File: config.mk
export PLATFORM = sky130hd
export DESIGN_NAME = serial_tx_arbiter
export DESIGN_NICKNAME = d
export VERILOG_FILES = /design/src/rtl/serial_tx_arbiter.sv
export SDC_FILE = /design/constraint.sdc
export NUM_CORES = 1
export LEC_CHECK = 0
export CAP_MARGIN = 25
export CORE_MARGIN = 2
export CORE_UTILIZATION = 35
export CTS_CLUSTER_DIAMETER = 100
export CTS_CLUSTER_SIZE = 14
export DETAILED_ROUTE_END_ITERATION = 8
export PLACE_DENSITY_LB_ADDON = 0.1
export SLEW_MARGIN = 20
export SYNTH_ARGS = -nofsm -noshare
export SYNTH_HDL_FRONTEND = slang
export SYNTH_SLANG_ARGS = --single-unit
File: constraint.sdc
create_clock -name clk -period 3.65 [get_ports clk]
set_input_delay 0.365 -clock clk [delete_from_list [all_inputs] [get_ports clk]]
set_output_delay 0.365 -clock clk [all_outputs]
set_load 0.005 [all_outputs]
File: src/rtl/serial_tx_arbiter.sv
// serial_tx_arbiter: round-robin arbiter plus frame sequencer that shares one
// idle-high serial TX line among 4 sources of 16-bit words.
// Frame: start bit 0, 16 data bits LSB first, STOP_BITS stop bits at 1.
// Optional macro SERIAL_TX_GAP_EN adds an idle-high guard gap of GAP_BITS bit
// periods after every frame so the receiver resynchronises on each word.
module serial_tx_arbiter #(
    parameter int FREQ_CLK  = 16_000_000,
    parameter int FREQ_BAUD = 1_000_000,
    parameter int PERIOD    = FREQ_CLK / FREQ_BAUD,
    parameter int STOP_BITS = 2,
    parameter int GAP_BITS  = 12
) (
    input  logic        clk,
    input  logic        rst_n,
    input  logic [3:0]  req,
    input  logic [63:0] data_i,
    output logic [3:0]  ack,
    output logic        tx_o,
    output logic        busy,
    output logic [1:0]  grant_id
);

    localparam int CW = (PERIOD > 1) ? $clog2(PERIOD) : 1;

`ifdef SERIAL_TX_GAP_EN
    localparam int GW = (GAP_BITS > 1) ? $clog2(GAP_BITS) : 1;

    typedef enum logic [2:0] {
        IDLE,
        START,
        DATA,
        STOP,
        GAP
    } state_t;
`else
    typedef enum logic [1:0] {
        IDLE,
        START,
        DATA,
        STOP
    } state_t;
`endif

    state_t        state_q, state_d;
    logic [1:0]    ptr_q, ptr_d;
    logic [1:0]    grant_id_q, grant_id_d;
    logic [3:0]    ack_q, ack_d;
    logic [15:0]   shreg_q, shreg_d;
    logic [CW-1:0] cnt_q, cnt_d;
    logic [3:0]    bit_q, bit_d;
`ifdef SERIAL_TX_GAP_EN
    logic [GW-1:0] gap_q, gap_d;
`endif

    logic          pick_valid;
    logic [1:0]    pick_idx;
    logic          cnt_tc;

    // Round-robin search: first requesting source at or above the pointer, wrapping mod 4
    always_comb begin
        logic [1:0] idx;
        pick_valid = 1'b0;
        pick_idx   = ptr_q;
        idx        = ptr_q;
        for (int i = 0; i < 4; i++) begin
            idx = ptr_q + 2'(i);
            if (!pick_valid && req[idx]) begin
                pick_valid = 1'b1;
                pick_idx   = idx;
            end
        end
    end

    assign cnt_tc = (cnt_q == CW'(PERIOD - 1));

    // Next-state logic: grant/latch in IDLE, then time each bit period of the frame
    always_comb begin
        state_d    = state_q;
        ptr_d      = ptr_q;
        grant_id_d = grant_id_q;
        ack_d      = 4'b0000;
        shreg_d    = shreg_q;
        cnt_d      = cnt_q;
        bit_d      = bit_q;
`ifdef SERIAL_TX_GAP_EN
        gap_d      = gap_q;
`endif
        case (state_q)
            IDLE: begin
                if (pick_valid) begin
                    shreg_d    = data_i[{pick_idx, 4'b0000} +: 16];
                    grant_id_d = pick_idx;
                    ack_d      = 4'b0001 << pick_idx;
                    ptr_d      = pick_idx + 2'd1;
                    cnt_d      = '0;
                    bit_d      = '0;
                    state_d    = START;
                end
            end
            START: begin
                cnt_d = cnt_tc ? '0 : cnt_q + CW'(1);
                if (cnt_tc) begin
                    state_d = DATA;
                end
            end
            DATA: begin
                cnt_d = cnt_tc ? '0 : cnt_q + CW'(1);
                if (cnt_tc) begin
                    shreg_d = shreg_q >> 1;
                    if (bit_q == 4'd15) begin
                        bit_d   = '0;
                        state_d = STOP;
                    end else begin
                        bit_d = bit_q + 4'd1;
                    end
                end
            end
            STOP: begin
                cnt_d = cnt_tc ? '0 : cnt_q + CW'(1);
                if (cnt_tc) begin
                    if (bit_q == 4'(STOP_BITS - 1)) begin
                        bit_d = '0;
`ifdef SERIAL_TX_GAP_EN
                        state_d = GAP;
`else
                        state_d = IDLE;
`endif
                    end else begin
                        bit_d = bit_q + 4'd1;
                    end
                end
            end
`ifdef SERIAL_TX_GAP_EN
            GAP: begin
                cnt_d = cnt_tc ? '0 : cnt_q + CW'(1);
                if (cnt_tc) begin
                    if (gap_q == GW'(GAP_BITS - 1)) begin
                        gap_d   = '0;
                        state_d = IDLE;
                    end else begin
                        gap_d = gap_q + GW'(1);
                    end
                end
            end
`endif
            default: begin
                state_d = IDLE;
            end
        endcase
    end

    // State and datapath registers; reset abandons any frame in flight
    always_ff @(posedge clk or negedge rst_n) begin
        if (!rst_n) begin
            state_q    <= IDLE;
            ptr_q      <= '0;
            grant_id_q <= '0;
            ack_q      <= '0;
            shreg_q    <= '0;
            cnt_q      <= '0;
            bit_q      <= '0;
`ifdef SERIAL_TX_GAP_EN
            gap_q      <= '0;
`endif
        end else begin
            state_q    <= state_d;
            ptr_q      <= ptr_d;
            grant_id_q <= grant_id_d;
            ack_q      <= ack_d;
            shreg_q    <= shreg_d;
            cnt_q      <= cnt_d;
            bit_q      <= bit_d;
`ifdef SERIAL_TX_GAP_EN
            gap_q      <= gap_d;
`endif
        end
    end

    // Line level follows the state directly so reset forces it high at once
    always_comb begin
        tx_o = 1'b1;
        case (state_q)
            START:   tx_o = 1'b0;
            DATA:    tx_o = shreg_q[0];
            default: tx_o = 1'b1;
        endcase
    end

    assign busy     = (state_q != IDLE);
    assign ack      = ack_q;
    assign grant_id = grant_id_q;

endmodule

# Word-level counts from Yosys, hierarchy flattened
# Index checks and enable logic that the tools add are counted.
# word_totals
ff_bits,34
in_bits,70
out_inout_bits,8
wordCells,82
# classes
add_sub_neg,6
order_cmp,4
eq_ne,12
shifts,2
mux,36
n_reduce_logical,15
# ops
cell,n
$shiftx 64x7->16,1
$mux 16,2
$mux 4,8
$pmux 16 s2,1
$mux 2,9
$lt 2x3->1 const B,4
$ne 2x2->1 const B,6
$pmux 4 s3,1
$add 4x1->4 const B,2
$bmux 1 s2,4
$eq 4x4->1 const B,2
$mux 1,8
$pmux 2 s4,1
$pmux 4 s2,1
$reduce_and 6->1,1
$add 2x1->2 const B,2
$add 2x2->2 const B,2
$eq 2x2->1 const B,2
$eq 4x1->1 const B,1
$reduce_and 4->1,1
$reduce_bool 2->1,2
$shl 1x2->4 const A,1
$logic_and 1x1->1,3
$logic_not 1->1,3
other kinds (7),7

# Depth between registers and ports, before layout
# depth
depth_word,15
mapped_depth,9
mapped_depth_nobuf,7

# Worst setup path before layout
# Ideal clock, no wire load.
# synth_timing
path_kind,flip-flop to flip-flop
start,reg state_q[0]
end,reg bit_q[3]
setup_ps,83
arrival_ps,1786
required_ps,3567
path_slack_ps,1781
path_stages_with_launch,9
n_path_buf,1
period_less_slack_ps,1869
path_cell_list,dfrtp_1 -> inv_1 -> ha_1 -> buf_6 -> or3b_2 -> a22o_1 -> nor3_1 -> a21oi_1 -> o21ai_0
# synth_between
elab_chain_len,3
elab_cells_between_ends,9
classes_between,eq/ne: 5; mux: 1; reduce/logical: 3
# synth_rtl
item,line_no,text
start: declaration,44,"state_t state_q, state_d;"
start signal: assignment,166,state_q <= state_d;
$eq 2x2->1 / $logic_not 2->1 (equally long branches),88,case (state_q)
$ne 2x2->1 (no source line) / $reduce_bool 3->1 (equally long branches),--,
$reduce_and 4->1 (no source line),--,
end signal: assignment,172,bit_q <= bit_d;
end: declaration,50,"logic [3:0] bit_q, bit_d;"
# Parallel ways exist; a longest one is shown, timed or not.
# A chain may end at the register's enable or synchronous reset.

# Worst setup path after layout
# layout_timing
start,reg state_q[0]
end,reg shreg_q[6]
# layout_between
elab_chain_len,3
elab_cells_between_ends,7
classes_between,eq/ne: 3; mux: 1; reduce/logical: 3
# layout_rtl
item,line_no,text
$eq 2x2->1 / $logic_not 2->1 (equally long branches),88,
$ne 2x2->1 (no source line) / $reduce_bool 2->1 (equally long branches),--,
$reduce_and 3->1 (no source line),--,
end signal: assignment,170,shreg_q <= shreg_d;
end: declaration,48,"logic [15:0] shreg_q, shreg_d;"
# Parallel ways exist; a longest one is shown, timed or not.

==> impl_summary.txt <==
----------------------------------------------------
[Timing]
  Final critical path time including I/O delays and setup ... 2371 ps
  Smallest hold slack ... about 490 ps
  Highest achievable clock rate ... about 0.42 GHz
  Ratio of final minimum period to clock period ... 0.6495
  Final max-slew violation count ... 0
  Final setup skew ... between 6 and 7 ps
  Worst relative slew slack ... 0.5791
  Measured slew at the worst slew-check pin ... around 630 ps
  Number of failing hold endpoints at the final stage ... 0
  Number of endpoints failing setup at the final stage ... 0
  TNS Setup ... 0 ps
  Unrepaired setup endpoints after global routing ... no

[Worst setup path]
  Required time reported for the critical path endpoint ... 3810 ps
  Critical-path maximum fanout ... 11
  Cell depth of the worst flop-to-flop path ... 9
  Levels on crit path ... 9
  Critical Path End ... shreg_q[6]
  Buffering stage count on the worst path with inverters included ... 3
  Most used cell along the critical path ... sky130_fd_sc_hd__buf_4
  Worst path arrival time ... approximately 2500 ps
  Cell with the largest stage delay on the worst path ... sky130_fd_sc_hd__ha_1
  Startpoint of the worst register-to-register path ... state_q[0]
  Startpoint class of the critical path ... flip-flop
  Reg-to-reg setup timing slack ... 1280 ps
  Setup Crit Path Kind ... flip-flop to flip-flop
  Maximum cell stage delay along the critical path ... 500 ps
  Cell-by-cell trace of the critical path ... inv_1 > ha_1 > o41ai_4 > buf_4 > nor2_1 > o31ai_2 > buf_4 > a211oi_1 > a311oi_2
  Worst reg2reg endpoint ... shreg_q[6]
  Top cell family by delay on the critical path ... compound AO/OA/AOI/OAI gates
  Kind of capture point of the worst setup path ... flip-flop
  Setup crit start ... state_q[0]

[Clock network]
  Clock buffer depth ... 2
  Total CTS buffers ... 5
  Deepest level of the CTS H-tree ... 2
  Post-cts repair resize count ... 0
  Clock-pin slew reported for the worst setup and hold paths after clock tree synthesis ... 80 ps
  Clock Latency Late Sink ... roughly 290 ps
  Root Buffer ... sky130_fd_sc_hd__clkbuf_8
  Sink count of the clock tree ... 34
  Number of buffers inserted by post-CTS setup repair ... 0
  Clock tree from TritonCTS ... done
  Count of hold buffers inserted by post-cts repair ... 0

[Logic synthesis]
  Syn. warnings ... 0
  Synthesized area ... ~2400 sq um
  Synth unique cells ... 53
  Dominant register cell in the synthesized netlist ... sky130_fd_sc_hd__dfrtp_1
  Share of Yosys cell area claimed by the top area cell type ... 0.3583
  Post-Syn Nets ... between 300 and 400
  Ranking of synthesized cells by area ... sky130_fd_sc_hd__dfrtp_1 (36%), sky130_fd_sc_hd__nand2_1 (6.6%), sky130_fd_sc_hd__a311oi_2 (6.3%), sky130_fd_sc_hd__a211oi_1 (5.4%), sky130_fd_sc_hd__nand3b_1 (5.1%)
  Cell taking the most area after synthesis ... sky130_fd_sc_hd__dfrtp_1
  Proportion of synthesized flip-flops having asynchronous set or reset ... 1.000
  Synth Instances ... about 250
  Fraction of the yosys area taken by sequential cells ... 0.3583
  Count of flip-flops with a built-in enable after synthesis ... 0
  Mean instance size in the synthesized netlist ... about 9.4 sq um
  #FFs+latches synth ... 34

[Global route]
  Met1 layer usage reported by global route ... 0.2534
  Largest net degree at the start of global routing ... 35
  Overall fraction of global-route tracks in use ... 0.1775
  Met3 GRT Util ... 0.03810
  Wire length of the first global-routing pass ... 10510 um
  Layer with the highest usage ... met2
  Number of global-route vias before repair ... ~2200
  Fraction of met2 tracks used by global routing ... 0.2706
  GRT Residual Overflow ... 0
  Number of antenna violations at the first check in global routing ... 0

[Floorplanning]
  Die boundary height ... approximately 86 um
  Placement row count ... 30
  I/O pin cnt ... 78
  Total core area ... between 6000 and 7000 sq um
  Starting utilization of the core area ... 0.3554
  Floorplan die area ... approximately 7500 sq um
  Chip width ... 86.37 um

[Layout]
  Final Cell Area ... roughly 3400 sq um
  Layout net count ... between 400 and 500
  Sequential cell area ... approximately 850 sq um
  Ant. Diodes ... 0
  Area growth from synthesis to layout ... 41.46%
  FILL cells ... roughly 640
  Fraction of final layout cells sized beyond drive strength 1 ... 0.1265
  Multi-input combinational cell area ... 1399 sq um

[Run status]
  Result of the run ... completed

[Route]
  DRC violations left ... 0
  Detailed Route WL ... around 6000 um
  Average wire per cell in the routed design ... about 15 um
  Post-DRT Antenna Nets ... 0
  Length of the first detailed-routing pass in iterations ... 4
  Total via count after detailed routing ... approximately 2200
  Initial detailed-routing violation count ... 68
  Vias per cell ... around 5.3

[Placed design]
  IO Port Bufs ... between 70 and 80
  Final HPWL DP ... ~4500 um
  Standard cell area after detailed placement ... between 3000 and 4000 sq um
  Final Wtd Congestion ... 0.7391

[Pwr]
  Tot Pwr ... 949.7 uW
  Cell Pwr Density ... around 280 nW/um^2
  Largest vdd supply drop ... 0.1850 mV
  Leakage power figure ... ~0.0012 uW

[Job]
  Maximum Capacitance Violations ... 0

[Min path]
  HP Class ... input port to async pin

----------------------------------------------------
## cell usage in the layout, fill, tap and decap left out, types with 2 or more instances in the layout
cell type | netlist | layout
sky130_fd_sc_hd__inv_1 | 7 | 7
sky130_fd_sc_hd__nand2b_1 | 4 | 4
sky130_fd_sc_hd__a311oi_1 | 5 | 5
sky130_fd_sc_hd__a21oi_1 | 4 | 4
sky130_fd_sc_hd__dfrtp_1 | 34 | 34
sky130_fd_sc_hd__o31ai_1 | 2 | 2
sky130_fd_sc_hd__nand2_1 | 42 | 42
sky130_fd_sc_hd__a211oi_1 | 17 | 17
sky130_fd_sc_hd__and2_1 | 3 | 3
sky130_fd_sc_hd__nand3b_1 | 16 | 16
sky130_fd_sc_hd__a21boi_0 | 15 | 15
sky130_fd_sc_hd__clkdlybuf4s50_1 | 0 | 77
sky130_fd_sc_hd__xnor2_1 | 2 | 2
sky130_fd_sc_hd__nor4b_1 | 2 | 2
sky130_fd_sc_hd__ha_1 | 7 | 7
sky130_fd_sc_hd__a311oi_2 | 10 | 10
sky130_fd_sc_hd__bufinv_16 | 0 | 2
sky130_fd_sc_hd__buf_4 | 4 | 10
sky130_fd_sc_hd__nor2_1 | 8 | 8
sky130_fd_sc_hd__nor3_1 | 6 | 6
sky130_fd_sc_hd__or3b_2 | 2 | 2
sky130_fd_sc_hd__a22o_1 | 3 | 3
sky130_fd_sc_hd__o21ai_0 | 19 | 19
sky130_fd_sc_hd__clkbuf_8 | 0 | 5
sky130_fd_sc_hd__o21ai_1 | 3 | 3
## Yosys cell counts (2+ instances only)
library cell	count
sky130_fd_sc_hd__and2_1	3
sky130_fd_sc_hd__nand3b_1	16
sky130_fd_sc_hd__buf_4	4
sky130_fd_sc_hd__a311oi_1	5
sky130_fd_sc_hd__xnor2_1	2
sky130_fd_sc_hd__nor3_1	6
sky130_fd_sc_hd__dfrtp_1	34
sky130_fd_sc_hd__nand2b_1	4
sky130_fd_sc_hd__o21ai_0	19
sky130_fd_sc_hd__buf_6	2
sky130_fd_sc_hd__inv_1	7
sky130_fd_sc_hd__buf_2	2
sky130_fd_sc_hd__o21ai_1	3
sky130_fd_sc_hd__a22o_1	3
sky130_fd_sc_hd__nor2_1	8
sky130_fd_sc_hd__a311oi_2	10
sky130_fd_sc_hd__a211oi_1	17
sky130_fd_sc_hd__a21oi_1	4
sky130_fd_sc_hd__ha_1	7
sky130_fd_sc_hd__or3b_2	2
sky130_fd_sc_hd__nand2_1	42
sky130_fd_sc_hd__clkbuf_1	6
sky130_fd_sc_hd__o31ai_1	2
sky130_fd_sc_hd__nor4b_1	2
sky130_fd_sc_hd__a21boi_0	15
## area by class of cell
cell class / instances / area share
multi-input combinational: 196 / 0.4164
sequential: 34 / 0.2533
timing repair buffer: 87 / 0.2518
tap: 80 / 0.02980
clock buffer: 5 / 0.02048
clock inverter: 3 / 0.02048
inverter: 7 / 0.007821
## registers in the layout (all words and copies together), names as in the netlist
name,flops
ptr_q,2
shreg_q,16
bit_q,4
ack,4
state_q,2
grant_id,2
cnt_q,4
## per-layer routing
layer / vias up / wire length [um]
li1: 1102 / -
met1: 1010 / 2928
met2: 50 / 2854
met3: 7 / 305
met4: 0 / 69
met5: - / 0
## cell families (layout without fill, tap and decap cells)
logic type	after synthesis	count (layout)	synth area share
and+or+nand+nor	93	93	0.2150
AOI/OAI and AO/OA	91	91	0.3151
DFF	34	34	0.3583
buffers and inverters	23	102	0.05479
adders and majority gates	7	7	0.03688
xor gates and xnor gates	3	3	0.01107
muxes	2	2	0.008957
## worst min-delay path by stage
| stage | from | to | slack, ps |
|---|---|---|---|
| floorplan | rst_n | ack[0] | 70 |
| global placement | grant_id[0] | grant_id[0] | 470 |
| detailed placement | grant_id[0] | grant_id[0] | 470 |
| CTS | grant_id[0] | grant_id[0] | 490 |
| global route | rst_n | cnt_q[2] | 530 |
| finish | rst_n | ack[1] | 490 |
## per-stage QoR
step | worst slack [ps] | utilization | instances
global placement | 1068 | 0.4822 | 404
detailed placement | 964.3 | 0.4822 | 404
finish | 1279 | 0.5028 | 412
global route | 1128 | 0.5028 | 412
floorplan | 1781 | - | 253
CTS | 1251 | 0.5028 | 412
## power by group
group          leakage [uW]  switching [uW]  internal, uW
clock network     0.0000683             147           274
logic              0.000784            61.3          87.9
registers          0.000372            1.75           378
No activity file was read; power rests on OpenSTA's default activity.
